File: src/rtl/pixel_out_fifo.sv
// First-word fall-through pixel FIFO at the end of the filter chain.
// Buffers {sof, r, g, b} pixels behind a valid/ready handshake and flags drops with a sticky overflow bit.
module pixel_out_fifo #(
  parameter int DEPTH = 16,
  parameter int AW    = 4
) (
  input  logic          clk,
  input  logic          rst,
  input  logic          in_valid,
  input  logic [7:0]    r_in,
  input  logic [7:0]    g_in,
  input  logic [7:0]    b_in,
  input  logic          sof_in,
  output logic          in_ready,
  output logic          out_valid,
  output logic [7:0]    r_out,
  output logic [7:0]    g_out,
  output logic [7:0]    b_out,
  output logic          sof_out,
  input  logic          out_ready,
  output logic [AW:0]   level,
  output logic          overflow,
  input  logic          clr_ovf
);

  typedef struct packed {
    logic       sof;
    logic [7:0] r;
    logic [7:0] g;
    logic [7:0] b;
  } pix_t;

  localparam logic [AW:0] FULL_CNT = (AW+1)'(DEPTH);

  pix_t          r_mem [DEPTH];
  logic [AW-1:0] r_wr_ptr;
  logic [AW-1:0] r_rd_ptr;
  logic [AW:0]   r_count;
  logic          r_ovf;

  logic w_push;
  logic w_pop;
  logic w_drop;
  pix_t w_head;

  // in_ready looks only at occupancy so a full FIFO never passes a pixel straight through
  assign in_ready  = (r_count != FULL_CNT);
  assign out_valid = (r_count != '0);
  assign w_push    = in_valid & in_ready;
  assign w_pop     = out_valid & out_ready;
  assign w_drop    = in_valid & ~in_ready;

  assign w_head   = r_mem[r_rd_ptr];
  assign sof_out  = w_head.sof;
  assign r_out    = w_head.r;
  assign g_out    = w_head.g;
  assign b_out    = w_head.b;
  assign level    = r_count;
  assign overflow = r_ovf;

  // Storage is not reset; entries are only observable once counted in
  always_ff @(posedge clk) begin
    if (w_push) r_mem[r_wr_ptr] <= '{sof: sof_in, r: r_in, g: g_in, b: b_in};
  end

  always_ff @(posedge clk or posedge rst) begin
    if (rst) begin
      r_wr_ptr <= '0;
      r_rd_ptr <= '0;
      r_count  <= '0;
    end else begin
      if (w_push) r_wr_ptr <= r_wr_ptr + 1'b1;
      if (w_pop)  r_rd_ptr <= r_rd_ptr + 1'b1;
      case ({w_push, w_pop})
        2'b10:   r_count <= r_count + 1'b1;
        2'b01:   r_count <= r_count - 1'b1;
        default: r_count <= r_count;
      endcase
    end
  end

  // A new drop outranks a coincident clear
  always_ff @(posedge clk or posedge rst) begin
    if (rst)          r_ovf <= 1'b0;
    else if (w_drop)  r_ovf <= 1'b1;
    else if (clr_ovf) r_ovf <= 1'b0;
  end

endmodule

File: config.mk
export PLATFORM = sky130hd
export DESIGN_NAME = pixel_out_fifo
export DESIGN_NICKNAME = d
export VERILOG_FILES = /design/src/rtl/pixel_out_fifo.sv
export SDC_FILE = /design/constraint.sdc
export NUM_CORES = 1
export LEC_CHECK = 0
export CAP_MARGIN = 20
export CORE_MARGIN = 5
export CORE_UTILIZATION = 37
export DETAILED_ROUTE_END_ITERATION = 16
export SLEW_MARGIN = 10
export SYNTH_ARGS = -nofsm -noshare
export SYNTH_HDL_FRONTEND = slang
export SYNTH_SLANG_ARGS = --single-unit
File: constraint.sdc
create_clock -name clk -period 5.05 [get_ports clk]
set_input_delay 0.505 -clock clk [delete_from_list [all_inputs] [get_ports clk]]
set_output_delay 0.505 -clock clk [all_outputs]
set_load 0.05 [all_outputs]
# Word-level counts from Yosys, hierarchy flattened
# Memories as Yosys holds them, arrays and structs flattened.
# Index checks and enable logic that the tools add are counted.
# op_classes
n_bitwise	4
multipliers	0
reduce_logical	3
div_mod_pow	0
n_mux	5
add_sub_neg	4
n_lt_le_gt_ge	0
n_shift	0
eq_ne	3
# ops
cell	n
$pmux W5 S2	1
$add A4 B1 Y4 const B	2
$add A5 B1 Y5 const B	1
$ne A5 B5 Y1 const B	1
$reduce_bool A5 Y1	1
$sub A5 B1 Y5 const B	1
$mux W1	4
$reduce_bool A2 Y1	2
$and A1 B1 Y1	3
$eq A2 B1 Y1 const B	1
$eq A2 B2 Y1 const B	1
$not A1 Y1	1
# totals
ram_bits	400
memories	1
regBits	14
wordCells	24
input_bits	30
mem_bits_ro	0
latch_bits	0
output_inout_bits	33
# mem_list
name	depth	width	rd	rd_clocked_by_memory_dff	write_ports	line_no	source
r_mem	16	25	1	0	1	35	pix_t r_mem [DEPTH];

# Depth between registers and ports, before layout
# Gate-level depths: netlist (run 1).
# depth
ltp_word	4
depth_mapped	13
ltp_nobuf	12

# Least setup slack after synthesis (run 1)
# No wires, ideal clock.
# synth_timing
kind	flip-flop to flip-flop
from	register r_count[0] (netlist: level[0])
to	memory r_mem[0][0] in the netlist's numbering (enable)
stages_incl_launch_ff	7
t_arrival_ns	3.416
path_buffers	1
slack_ns	1.196
required_ns	4.612
setup_ns	0.438
period_less_slack_ns	3.854
path_cell_list	dfrtp_1 > nor4_2 > nand2_1 > and2_1 > buf_2 > nand2_1 > nor3_1
# synth_between
elab_chain_len	4
# synth_lines
element	line_no	source
from (decl)	38	logic [AW:0] r_count;
from (signal assigned)	75	2'b10: r_count <= r_count + 1'b1;
from (signal assigned)	76	2'b01: r_count <= r_count - 1'b1;
from (signal assigned)	77	default: r_count <= r_count;
$ne A5 B5 Y1	47	assign in_ready = (r_count != FULL_CNT);
via in_ready	14	output logic in_ready,
$and A1 B1 Y1	49	assign w_push = in_valid & in_ready;
$mux W1	63	if (w_push) r_mem[r_wr_ptr] <= '{sof: sof_in, r: r_in, g: g_in, b: b_in};
$mux W1 (not written as such)	63	
to (decl)	35	
# The timed path passes the listed nets, and every way through them passes these cells.

# Worst setup path after layout (run 1)
# layout_timing
from	register r_rd_ptr[2]
to	output r_out[4]
# layout_between
elab_chain_len	1
# layout_lines
element	line_no	source
from (decl)	37	logic [AW-1:0] r_rd_ptr;
from (signal assigned)	73	if (w_pop) r_rd_ptr <= r_rd_ptr + 1'b1;
$mem_v2 Z16 W25	-	
to (decl)	16	output logic [7:0] r_out,
# No other way between the ends.

==> flow_metrics.env, run 1 <==
export IMPL_outcome="finished, final reports clean"
export IMPL_first_iter_violations=510
export IMPL_clk_latency_ps=530
export IMPL_crit_required_ps=4550
export IMPL_multi_input_area_um2=3580
export IMPL_die_w_um=219
export IMPL_cp_arrival_ps=3620
export IMPL_cpMaxStageDelayCell="and2_2"
export IMPL_cpMostUsedCell="buf_4"
export IMPL_cts_buffers=43
export IMPL_seq_area_frac_synth=0.766
export IMPL_crit_type="reg2out"
export IMPL_yosys_most_used_dff="edfxtp_1"
export IMPL_ant_nets=0
export IMPL_clk_path_buf_depth=3
export IMPL_synth_cells=817
export IMPL_setup_viol=0
export IMPL_fmax_mhz=242
export IMPL_die_area_um2=47900
export IMPL_fin_crit_sh=0.817
export IMPL_fin_setup_tns_ps=0
export IMPL_io_buffers=62
export IMPL_antenna_found_initial=1
export IMPL_cts_sinks=414
export IMPL_grt_pass1_wl_mm=52.4
export IMPL_grt_ovfl_total=0
export IMPL_root_buffer="clkbuf_16"
export IMPL_finalPower_mw=11.5
export IMPL_dpl_hpwl_mm=18.6
export IMPL_ioPinCount=63
export IMPL_post_drt_via_cell_ratio=5.19
export IMPL_crit_family="buffers and inverters"
export IMPL_place_gp_congestion=0.723
export IMPL_worst_clock_skew_ps=12.0
export IMPL_grt_pass1_vias=8239
export IMPL_yosysUniqueCellTypes=34
export IMPL_cts_tree="built"
export IMPL_vias=7867
export IMPL_wl_per_cell_um=22.8
export IMPL_fill_cells=3758
export IMPL_critPathBufInv=3
export IMPL_p_leak_nw=6.22
export IMPL_cts_setup_buffers=0
export IMPL_rsz0062_at_grt="false"
export IMPL_routed_wl_mm=34.6
export IMPL_syn_to_final_growth_pct=16.9
export IMPL_yosys_area_top_type_share=0.744
export IMPL_synth_area_um2=16100
export IMPL_drv_cap=0
export IMPL_hold_viol=0
export IMPL_h_tree_depth=2
export IMPL_maxSlewHeadroom=0.271
export IMPL_yosysTopAreaCell="edfxtp_1"
export IMPL_worst_pin_slew_ps=1090
export IMPL_path_cells="buf_4, and2_2, buf_4, a221oi_1, a22oi_1, nand2_1, clkdlybuf4s50_1"
export IMPL_clkTransAtPathRegs_ps=60
export IMPL_syn_num_nets=857
export IMPL_placementRows=76
export IMPL_die_y_um=219
export IMPL_first_pass_iters=5
export IMPL_synthArstFlopShare=0.0338
export IMPL_initial_utilization=0.374
export IMPL_end_kind="output pin"
export IMPL_crit_fanout=40
export IMPL_critPathMaxStageDelay_ps=880
export IMPL_min_period_ps=4130
export IMPL_utilization=0.437
export IMPL_ctsResizeCount=0
export IMPL_drv_slew=0
export IMPL_synth_avg_cell_area_um2=19.8
export IMPL_fin_nets=937
export IMPL_drc_errors=0
export IMPL_ctsHoldBuffers=0
export IMPL_holdCritPathClass="in2async"
export IMPL_hold_worst_slack_ps=365
export IMPL_ir_drop_uv=455
export IMPL_yosysWarningCount=0
export IMPL_seqCellArea_um2=12400
export IMPL_cp_start_kind="flip-flop"
export IMPL_synth_edff_count=400
export IMPL_core_area_um2=43200
export IMPL_drive_gt1_frac=0.161
export IMPL_grt_max_degree=53
export IMPL_ys_ff_latch=414
export IMPL_powerDensity_nw_per_um2=609
export IMPL_track_usage=0.144
export IMPL_synth_area_top_cells="edfxtp_1 (74%), mux4_2 (7.0%), mux2i_1 (6.3%)"
routing by layer:
layer	wire length (um)	global-route usage
met1	15700	0.206
met2	16600	0.236
met3	1680	0.0236
met4	611	0.0329
met5	13	0
synthesized netlist by cell type, types with 4 or more instances:
library cell and number:
edfxtp_1 400, mux2i_1 101, a221oi_1 50, mux4_2 50, nand2_1 34, o21ai_0 30
a22oi_1 25, buf_2 15, clkbuf_1 14, dfrtp_1 14, nor2_1 12, inv_1 10
ha_1 9, buf_4 7, xnor2_1 7, buf_6 6, nor3_1 4
cell usage in the layout, fill, tap and decap left out, types with 8 or more instances in the layout:
master,instances
nand2_1,34
clkbuf_16,45
a221oi_1,50
buf_4,15
edfxtp_1,400
o21ai_0,30
clkinv_1,12
a22oi_1,25
nor2_4,12
ha_1,9
clkbuf_1,12
mux4_2,50
clkinv_2,8
clkdlybuf4s50_1,62
inv_1,10
dfrtp_1,12
mux2i_1,101
power breakdown:
part	internal, mW	leakage, nW	switching (mW)
Clock	1.69	0.640	1.22
Sequential	4.16	3.78	0.209
Combinational	1.56	1.80	2.66
Total	7.41	6.22	4.09
logic make-up (layout without fill, tap and decap cells):
| logic type | Yosys count | after routing | share of synthesized area |
|---|---|---|---|
| AO/OA/AOI/OAI | 108 | 108 | 0.0491 |
| XOR/XNOR | 10 | 10 | 0.00542 |
| adder cells (fa/ha/maj) | 10 | 10 | 0.00821 |
| buffers and inverters | 58 | 172 | 0.0203 |
| flip-flops | 414 | 414 | 0.766 |
| multiplexers | 152 | 152 | 0.133 |
| other | 0 | 1 | 0 |
| AND/OR/NAND/NOR | 65 | 65 | 0.0181 |
per-stage QoR:
stage / instances / setup slack (ps) / cell area (um^2)
floorplan: 817 / 1200 / 16100
global placement: 1435 / 1520 / 17500
detailed placement: 1435 / 1510 / 17500
CTS: 1514 / 956 / 18800
global route: 1516 / 757 / 18900
finish: 1517 / 922 / 18900
final timing paths:
check	from	end	slack (ps)	cells after the start
min in group clk	level[4]$_DFFE_PP0P_	level[4]$_DFFE_PP0P_	530	1
hold / removal	rst	level[0]$_DFFE_PP0P_	370	2
max in group asynchronous	rst	r_rd_ptr[0]$_DFFE_PP0P_	4190	2
setup / recovery	r_rd_ptr[2]$_DFFE_PP0P_	r_out[4]	920	7
setup reg to reg	level[0]$_DFFE_PP0P_	level[4]$_DFFE_PP0P_	1920	12
hold reg to reg	level[4]$_DFFE_PP0P_	level[4]$_DFFE_PP0P_	530	1
cell type report:
class / instances / area share
Tap cell: 585 / 0.0388
Multi-Input combinational cell: 345 / 0.189
Clock inverter: 21 / 0.00610
Sequential cell: 414 / 0.655
Antenna cell: 1 / 0.000133
Clock buffer: 58 / 0.0627
Timing Repair Buffer: 83 / 0.0460
Inverter: 10 / 0.00199
flip-flops by register name, indices dropped and copies added, names as in the netlist:
register and flops:
r_mem 400, r_wr_ptr 4, level 5, overflow 1
r_rd_ptr 4
Power figures use the tool's default switching activity.
==> inputs of run 2 (changes only) <==
==> constraint.sdc (replaced) <==
create_clock -name clk -period 4.2 [get_ports clk]
set_input_delay 0.42 -clock clk [delete_from_list [all_inputs] [get_ports clk]]
set_output_delay 0.42 -clock clk [all_outputs]
set_load 0.05 [all_outputs]
==> run 2 against run 1 <==
Effect of this change: register-to-register slack lost 760 ps; sequential cell count unchanged; clock power increased by 22%; core utilization decreased by 0.052 points; non-clock buffer count grew 3; design area down 0.12%; die area unchanged; power up 20%; sequential power up 22%; sequential share of layout area is 0.078 points higher; via count grew 0.28%; critical endpoint is now g_out[7]; largest cell class unchanged; largest power group unchanged.
==> flow_metrics.env, run 2 (same netlist as run 1, synthesis figures left out) <==
export IMPL_outcome="finished, final reports clean"
export IMPL_critPathBufInv=2
export IMPL_numPlacedInstances=1440
export IMPL_cts_buffers=43
export IMPL_instances_no_fill=1520
export IMPL_track_usage=0.145
export IMPL_holdCritPathClass="in2async"
export IMPL_p_leak_nw=6.25
export IMPL_clk_latency_ps=540
export IMPL_utilization=0.437
export IMPL_ir_drop_uv=455
export IMPL_fin_crit_sh=0.801
export IMPL_worst_clock_skew_ps=13.8
export IMPL_place_gp_congestion=0.742
export IMPL_largest_reg_flops=400
export IMPL_placementRows=76
export IMPL_routed_wl_mm=34.4
export IMPL_syn_to_final_growth_pct=16.8
export IMPL_cts_tree="built"
export IMPL_io_buffers=62
export IMPL_grt_pass1_vias=8306
export IMPL_first_pass_iters=5
export IMPL_fmax_mhz=297
export IMPL_setup_viol=0
export IMPL_clkTransAtPathRegs_ps=60
export IMPL_dpl_hpwl_mm=19.5
export IMPL_wl_per_cell_um=22.6
export IMPL_die_w_um=219
export IMPL_cp_arrival_ps=2940
export IMPL_cpMaxStageDelayCell="dfrtp_1"
export IMPL_crit_type="reg2out"
export IMPL_hold_worst_slack_ps=276
export IMPL_hold_viol=0
export IMPL_drv_cap=0
export IMPL_die_area_um2=47900
export IMPL_core_area_um2=43200
export IMPL_ctsResizeCount=0
export IMPL_regMostFlops="r_mem"
export IMPL_crit_fanout=30
export IMPL_final_common_cell="edfxtp_1"
export IMPL_powerDensity_nw_per_um2=731
export IMPL_end_kind="output pin"
export IMPL_cts_sinks=414
export IMPL_crit_required_ps=3780
export IMPL_grt_max_degree=46
export IMPL_worst_pin_slew_ps=1040
export IMPL_antenna_cells=0
export IMPL_final_cell_mix="edfxtp_1 (400), mux2i_1 (101), a221oi_1 (50), mux4_2 (50), clkbuf_16 (44)"
export IMPL_die_y_um=219
export IMPL_h_tree_depth=2
export IMPL_clk_path_buf_depth=3
export IMPL_initial_utilization=0.374
export IMPL_grt_ovfl_total=0
export IMPL_vias=7889
export IMPL_ctsHoldBuffers=0
export IMPL_first_iter_violations=498
export IMPL_post_drt_via_cell_ratio=5.19
export IMPL_fin_setup_tns_ps=0
export IMPL_maxSlewHeadroom=0.304
export IMPL_cts_setup_buffers=0
export IMPL_drv_slew=0
export IMPL_cp_start_kind="flip-flop"
export IMPL_fin_nets=940
export IMPL_min_period_ps=3360
export IMPL_crit_family="simple AND/OR/NAND/NOR gates"
export IMPL_path_cells="nor2b_4, buf_12, a221oi_1, o21ai_0, nand2_1, buf_4"
export IMPL_ioPinCount=63
export IMPL_drive_gt1_frac=0.191
export IMPL_drc_errors=0
export IMPL_finalPower_mw=13.8
export IMPL_ant_nets=0
export IMPL_antenna_found_initial=1
export IMPL_root_buffer="clkbuf_16"
export IMPL_rsz0062_at_grt="false"
export IMPL_grt_pass1_wl_mm=52.6
export IMPL_critPathMaxStageDelay_ps=720
==> run 2: per-layer routing <==
metal / up-vias / global-route usage / wire (um)
li1: 3527 / - / -
met1: 4143 / 0.199 / 15200
met2: 168 / 0.239 / 17000
met3: 49 / 0.0252 / 1430
met4: 2 / 0.0406 / 764
met5: - / 0 / 13
==> run 2: worst paths after layout <==
| kind | depth (start not counted) | startpoint | slack (ps) | end |
|---|---|---|---|---|
| setup / recovery | 6 | r_rd_ptr[2]$_DFFE_PP0P_ | 840 | g_out[7] |
| hold / removal | 2 | rst | 280 | level[1]$_DFFE_PP0P_ |
| setup reg to reg | 12 | level[0]$_DFFE_PP0P_ | 1160 | level[4]$_DFFE_PP0P_ |
| hold reg to reg | 2 | overflow$_DFFE_PP0P_ | 520 | overflow$_DFFE_PP0P_ |
| max in group asynchronous | 2 | rst | 3450 | r_rd_ptr[0]$_DFFE_PP0P_ |
| min in group clk | 2 | clr_ovf | 450 | overflow$_DFFE_PP0P_ |
==> run 2: power by group <==
part / internal, mW / switching [mW]
registers: 5.00 / 0.319
logic: 1.79 / 3.13
clock network: 2.06 / 1.50
==> run 2: through the flow <==
step,worst slack [ps],instance area (um^2)
after detailed placement,1150,17500
after floorplan,346,16100
after global routing,579,18900
after global placement,1170,17500
after CTS,695,18900
final,837,18900
==> run 2: cell type report <==
class | count | area, um^2
clock buffer | 57 | 1150
clock inverter | 23 | 173
fill | 3747 | 24300
inverter | 10 | 37.5
multi-input combinational | 345 | 3580
sequential | 414 | 12400
tap | 585 | 732
timing repair buffer | 86 | 826
